==> config.mk <==
export PLATFORM = sky130hd
export DESIGN_NAME = reg_share_arb
export DESIGN_NICKNAME = d
export VERILOG_FILES = /design/src/rtl/reg_share_arb.sv
export SDC_FILE = /design/constraint.sdc
export NUM_CORES = 1
export LEC_CHECK = 0
export CORE_MARGIN = 10
export CORE_UTILIZATION = 40
export CTS_CLUSTER_DIAMETER = 40
export CTS_CLUSTER_SIZE = 12
export DETAILED_ROUTE_END_ITERATION = 12
export HOLD_SLACK_MARGIN = 0.02
export PLACE_DENSITY = 0.77
export SLEW_MARGIN = 0
export SYNTH_ARGS = -nofsm -noshare
export SYNTH_HDL_FRONTEND = slang
export SYNTH_SLANG_ARGS = --single-unit
==> constraint.sdc <==
create_clock -name clk -period 2.25 [get_ports clk]
set_input_delay 0.45 -clock clk [delete_from_list [all_inputs] [get_ports clk]]
set_output_delay 0.45 -clock clk [all_outputs]
set_load 0.01 [all_outputs]
==> src/rtl/reg_share_arb.sv <==
// Four-requester four-phase arbiter driving one shared bundled-data enable register.
// Define ARB_ROUND_ROBIN_EN for round-robin priority; the default build uses fixed priority (0 highest).
module reg_share_arb #(
  parameter int DATA_W    = 8,
  parameter int MATCH_CYC = 2
) (
  input  logic                clk,
  input  logic                reset,
  input  logic [3:0]          req,
  input  logic [4*DATA_W-1:0] data_in,
  output logic [3:0]          ack,
  output logic [DATA_W-1:0]   reg_d,
  output logic                reg_en,
  output logic [1:0]          grant_id,
  output logic                busy
);

  typedef enum logic [1:0] {S_IDLE, S_LOAD, S_ACK} state_t;

  state_t            state_q, state_d;
  logic [3:0]        cnt_q, cnt_d;
  logic [3:0]        ack_q, ack_d;
  logic [DATA_W-1:0] reg_d_q, reg_d_d;
  logic              en_q, en_d;
  logic              busy_q, busy_d;
  logic [1:0]        gid_q, gid_d;
  logic [1:0]        ptr_q;
  logic [1:0]        win_id, idx;
  logic              win_vld;

`ifdef ARB_ROUND_ROBIN_EN
  logic [1:0] ptr_d;

  assign ptr_d = (state_q == S_IDLE && win_vld) ? win_id : ptr_q;

  always_ff @(posedge clk or posedge reset) begin
    if (reset) ptr_q <= 2'd3;
    else       ptr_q <= ptr_d;
  end
`else
  // Pointer pinned at 3 makes the search below start at requester 0 every time.
  assign ptr_q = 2'd3;
`endif

  // Scan from ptr+4 down to ptr+1 so the nearest requester after the pointer wins.
  always_comb begin
    win_vld = 1'b0;
    win_id  = 2'd0;
    idx     = 2'd0;
    for (int i = 3; i >= 0; i--) begin
      idx = ptr_q + 2'(i) + 2'd1;
      if (req[idx]) begin
        win_vld = 1'b1;
        win_id  = idx;
      end
    end
  end

  always_comb begin
    state_d = state_q;
    cnt_d   = cnt_q;
    ack_d   = ack_q;
    reg_d_d = reg_d_q;
    en_d    = en_q;
    gid_d   = gid_q;
    case (state_q)
      S_IDLE: begin
        ack_d = 4'd0;
        en_d  = 1'b0;
        if (win_vld) begin
          state_d = S_LOAD;
          reg_d_d = data_in[win_id*DATA_W +: DATA_W];
          gid_d   = win_id;
          en_d    = 1'b1;
          cnt_d   = 4'(MATCH_CYC - 1);
        end
      end
      S_LOAD: begin
        if (cnt_q != 4'd0) begin
          cnt_d = cnt_q - 4'd1;
        end else begin
          en_d    = 1'b0;
          ack_d   = 4'b0001 << gid_q;
          state_d = S_ACK;
        end
      end
      S_ACK: begin
        if (!req[gid_q]) begin
          ack_d   = 4'd0;
          state_d = S_IDLE;
        end
      end
      default: state_d = S_IDLE;
    endcase
    busy_d = (state_d != S_IDLE);
  end

  always_ff @(posedge clk or posedge reset) begin
    if (reset) begin
      state_q <= S_IDLE;
      cnt_q   <= 4'd0;
      ack_q   <= 4'd0;
      reg_d_q <= '0;
      en_q    <= 1'b0;
      busy_q  <= 1'b0;
      gid_q   <= 2'd0;
    end else begin
      state_q <= state_d;
      cnt_q   <= cnt_d;
      ack_q   <= ack_d;
      reg_d_q <= reg_d_d;
      en_q    <= en_d;
      busy_q  <= busy_d;
      gid_q   <= gid_d;
    end
  end

  assign ack      = ack_q;
  assign reg_d    = reg_d_q;
  assign reg_en   = en_q;
  assign grant_id = gid_q;
  assign busy     = busy_q;

endmodule

Word level (Yosys, flattened, before mapping)
Cells that the tools add are included.
{ "word_totals": {"reg_bits": 22, "input_bits": 38, "output_inout_bits": 16, "elab_cells": 49} }
{ "classes": {"n_addsub": 1, "magnitude_cmp": 1, "eq_ne": 6, "shifts": 2, "muxes": 23, "reduce_logical": 9} }
{ "op_table": {"columns": ["operator", "n"], "rows": [
  ["variable part select 32 x 6 -> 8 bit", 1],
  ["two-way mux 4 bit", 4],
  ["two-way mux 2 bit", 7],
  ["one-hot mux 4 bit (3 select lines)", 1],
  ["!= test 2 bit (second input constant)", 4],
  ["one-hot mux 4 bit (2 select lines)", 1],
  ["two-way mux 1 bit", 7],
  ["one-hot mux 2 bit (3 select lines)", 1],
  ["AND reduction 3 bit", 2],
  ["AND reduction 2 bit", 2],
  ["nonzero test 2 bit", 2],
  ["nonzero test 4 bit", 1],
  ["left shift 1 x 2 -> 4 bit (first input constant)", 1],
  ["subtractor 4 x 1 -> 4 bit (second input constant)", 1],
  ["less-than comparator 2 x 3 -> 1 bit (second input constant)", 1],
  ["nonzero test 3 bit", 1],
  ["binary-select mux 1 bit (select 2 bit)", 1],
  ["equality test 2 x 1 -> 1 bit (second input constant)", 1],
  ["equality test 2 bit (second input constant)", 1],
  ["zero test 2 bit", 1],
  ["one-hot mux 1 bit (2 select lines)", 1]
]} }

Longest topological paths before layout
{ "logic_depth": {"word_depth": 7, "ltp_mapped": 6} }

Worst setup path before layout
No wires, ideal clock.
{ "synth_path": {"path_type": "reg-to-reg", "startpoint": "reg cnt_q[0]", "endpoint": "reg cnt_q[0]", "arrival_ns": 1.523, "required_ns": 2.125, "slack_ns": 0.602, "path_stages_with_launch": 7, "path_buffers": 0, "synth_period_minus_slack_ns": 1.648, "cell_sequence": "dfrtp_1 > inv_1 > ha_1 > or3b_2 > nand2_2 > nand2_2 > mux2_4"} }
{ "synth_between": {"elab_chain_len": 3, "elab_cells_between_ends": 6, "cone_classes": "add/sub (1); eq/ne (1); mux (2); reduce/logical (2)"} }
{ "synth_rtl": {"columns": ["item", "line", "text"], "rows": [
  ["start: declaration", "21", "logic [3:0] cnt_q, cnt_d;"],
  ["start signal: assignment", "109", "cnt_q <= cnt_d;"],
  ["subtractor 4 x 1 -> 4 bit / nonzero test 4 bit (equally long branches)", "80, 79", null],
  ["two-way mux 4 bit / != test 2 bit (equally long branches)", null, null],
  ["one-hot mux 4 bit (2 select lines) / AND reduction 3 bit (equally long branches)", null, null]
]} }
Parallel ways exist; a longest one is shown, timed or not. The select of a mux whose other input is x is not followed.
A chain may end at the register's enable or synchronous reset.

Worst setup path in the final report
{ "layout_path": {"startpoint": "reg gid_q[0], in the netlist grant_id[0]", "endpoint": "out grant_id[0]"} }
{ "layout_lines": {"columns": ["item", "line", "text"], "rows": [
  ["start: declaration", "26", "logic [1:0] gid_q, gid_d;"],
  ["start signal: assignment", "114", "gid_q <= gid_d;"],
  ["end: declaration", "14", "output logic [1:0] grant_id,"]
]} }
No word-level cell between the ends.

==> metrics <==
clk buf depth=2; placed cell areas=1800 µm²; fin cells=207; Rows=20; r2r setup slk=roughly 0.51 ns; clk slew on worst S/H paths=about 0.12 ns; cts bufs inserted=3; insertion delay to the later sink of the worst-skew pair=0.30 ns; Hold Fails Final Rpt=0; Area growth syn-to-layout=47.9%; Worst-Margin Slew=between 0.5 and 0.6 ns; final critical-path required period=1.85 ns; Slew headroom=between 60% and 70%; reg2reg end=cnt_q[0]; Max Fclk=541 MHz; Hold Path Class=input pin to asynchronous set/reset pin; vias in the first global route=1114; post-CTS setup repair buffer count=0; leak pwr=slightly below 0.8 nW; CP peak stage delay=around 0.59 ns; status=complete, no violations; Die Y=around 76 µm; Data required, critical path=between 1.5 and 2 ns; antenna-violating nets left=0; max cap viols=0; cts hold-fix bufs=0; DR WL/cell=~16 µm; first-pass GRT wire length=between 5000 and 6000 µm; Core Box Area=roughly 3000 µm²; Placer Congestion=approximately 0.78; Post-Syn Area per Cell=10.4 µm²; WP data arrival=1.40 ns; share of layout cells above drive strength 1=between 10% and 20%; Fin Hold WS=0.464 ns; total congestion overflow=0; clk sinks=22; placed insts=just over 200; port bufs=53; design area=around 1800 µm²; cts repair resizes=0; CP Buf/Inv Count=1; final count of pins violating max slew=0; syn_nets=roughly 160; drt first pass iters=4; setup TNS=0 ns; Post-Syn Instances=roughly 120; Synth warnings=0; Antenna Cells=0; Final Setup Violations=0; area leader, netlist=dfrtp_1; Cell Pwr Density=between 1000 and 1500 nW/µm²; number of top-level pins=54; CP Class=flop to output port; vias=between 1k and 1.5k; GR Util All Layers=12.0%; clock skew=approximately 0.0091 ns; Final Net Count=between 200 and 250; routed wire length=3400 µm; Synth top area share=44.6%; crit path max fanout=7; die width=roughly 76 µm; Vias/cell=around 5.3; Util after Layout=between 60% and 70%; cell family with most CP delay=buffers and inverters; root buffer cell=clkbuf_4; Crit-path slowest cell=clkdlybuf4s50_1; initial antenna violation count=0; CTS tree=yes; initial drt markers=between 50 and 60; largest net degree at the start of global routing=23; post-DP HPWL=around 2800 µm; crit-path cells=clkdlybuf4s50_1; Initial Util=about two fifths; Mapped Area=approximately 1200 µm²; sequential fraction of the synthesis area=approximately 45%; maximum VDD drop=0.000541 V; top post-synthesis cells by area=dfrtp_1, o221ai_1, mux2i_1; CP Launch Type=flop; CP endpoint kind=output port; DIE AREA=between 5000 and 6000 µm²; post-synth cell types=36; H-tree lvl count=1; crit share post-route=between 80 and 90%; Synth Register Bits=22; RSZ-0062 raised after global routing=no; reg-to-reg startpoint=cnt_q[0]; post-route DRC violation count=0; worst reg-to-reg path cell count=6
[power breakdown]
group	internal, W	total (W)	switching (W)
clock	0.0000624	0.000178	0.000116
combinational	0.000575	0.00106	0.000482
sequential	0.000571	0.000717	0.000147
total	0.00121	0.00195	0.000744
[stage by stage]
stage | power [W] | setup slack [ns]
finish | 0.00195 | 0.401
global route | 0.00210 | 0.347
CTS | 0.00197 | 0.401
detailed placement | 0.00180 | 0.197
global placement | 0.00176 | 0.236
floorplan | 0.00133 | 0.602
[registers in the layout, summed over array words and instances (netlist names)]
name and cells:
reg_d 8, ack 4, cnt_q 4, grant_id 2, state_q 2, busy 1
reg_en 1
[cell families after synthesis]
family                     after synthesis  share of synthesized area [%]
adders and majority gates                2                           2.03
muxes                                    7                           7.10
and+or+nand+nor                         41                           17.8
xor gates and xnor gates                 2                           1.42
AOI/OAI and AO/OA                       34                           22.4
DFF                                     22                           44.6
buffers and inverters                   11                           4.56
[Yosys cell counts]
cell / count
o41ai_4: 1
mux4_2: 1
xnor2_1: 2
o221ai_1: 8
o21ai_0: 8
mux2i_1: 5
dfrtp_1: 22
nand2_2: 4
o22ai_1: 1
a21oi_1: 2
o211ai_1: 2
nand2_1: 12
buf_2: 3
or3b_2: 1
nor3_1: 2
o21bai_4: 1
o2bb2ai_1: 2
and2_1: 2
o221a_2: 1
or2_2: 1
and2b_1: 1
nand2b_1: 1
nor4b_1: 1
buf_4: 1
o21ai_1: 1
a22o_1: 2
inv_1: 6
nor2_2: 1
ha_1: 2
buf_6: 1
nor3b_1: 3
nor2b_1: 5
nor2_1: 4
nand3_1: 3
mux2_4: 1
a22oi_1: 5
[worst max-delay path by stage]
| stage | from | to | cells past startpoint |
|---|---|---|---|
| 2_1_floorplan | cnt_q[0] | cnt_q[0] | 6 |
| 3_3_place_gp | req[1] | ack[0] | 5 |
| 3_5_place_dp | req[1] | ack[1] | 5 |
| 4_1_cts | grant_id[0] | grant_id[0] | 1 |
| 5_1_grt | grant_id[0] | grant_id[0] | 1 |
| 6_report | grant_id[0] | grant_id[0] | 1 |
[layout by cell type (no fill, tap or decap), types with 4 or more instances in the layout]
master	n
inv_1	6
nand2_2	4
buf_4	4
mux2i_1	5
dfrtp_1	22
nor2b_1	5
clkdlybuf4s50_1	53
a22oi_1	5
nand2_1	12
nor2_1	4
o21ai_0	8
o221ai_1	8
[metal layers]
metal  GRT usage (%)  up-vias  routed length, µm
met4            4.95        0                 21
met1            12.3      518               1370
li1                -      551                  -
met2            21.4       32               1750
met3            4.43        2                254
met5               0        -                  0
[cell type report]
cell class                 count  area, µm²
fill                         262       1180
inverter                       6       22.5
clock buffer                   3       22.5
sequential                    22        551
tap                           33       41.3
timing repair buffer          57        561
multi-input combinational     86        627
(Power assumes the default switching activity.)
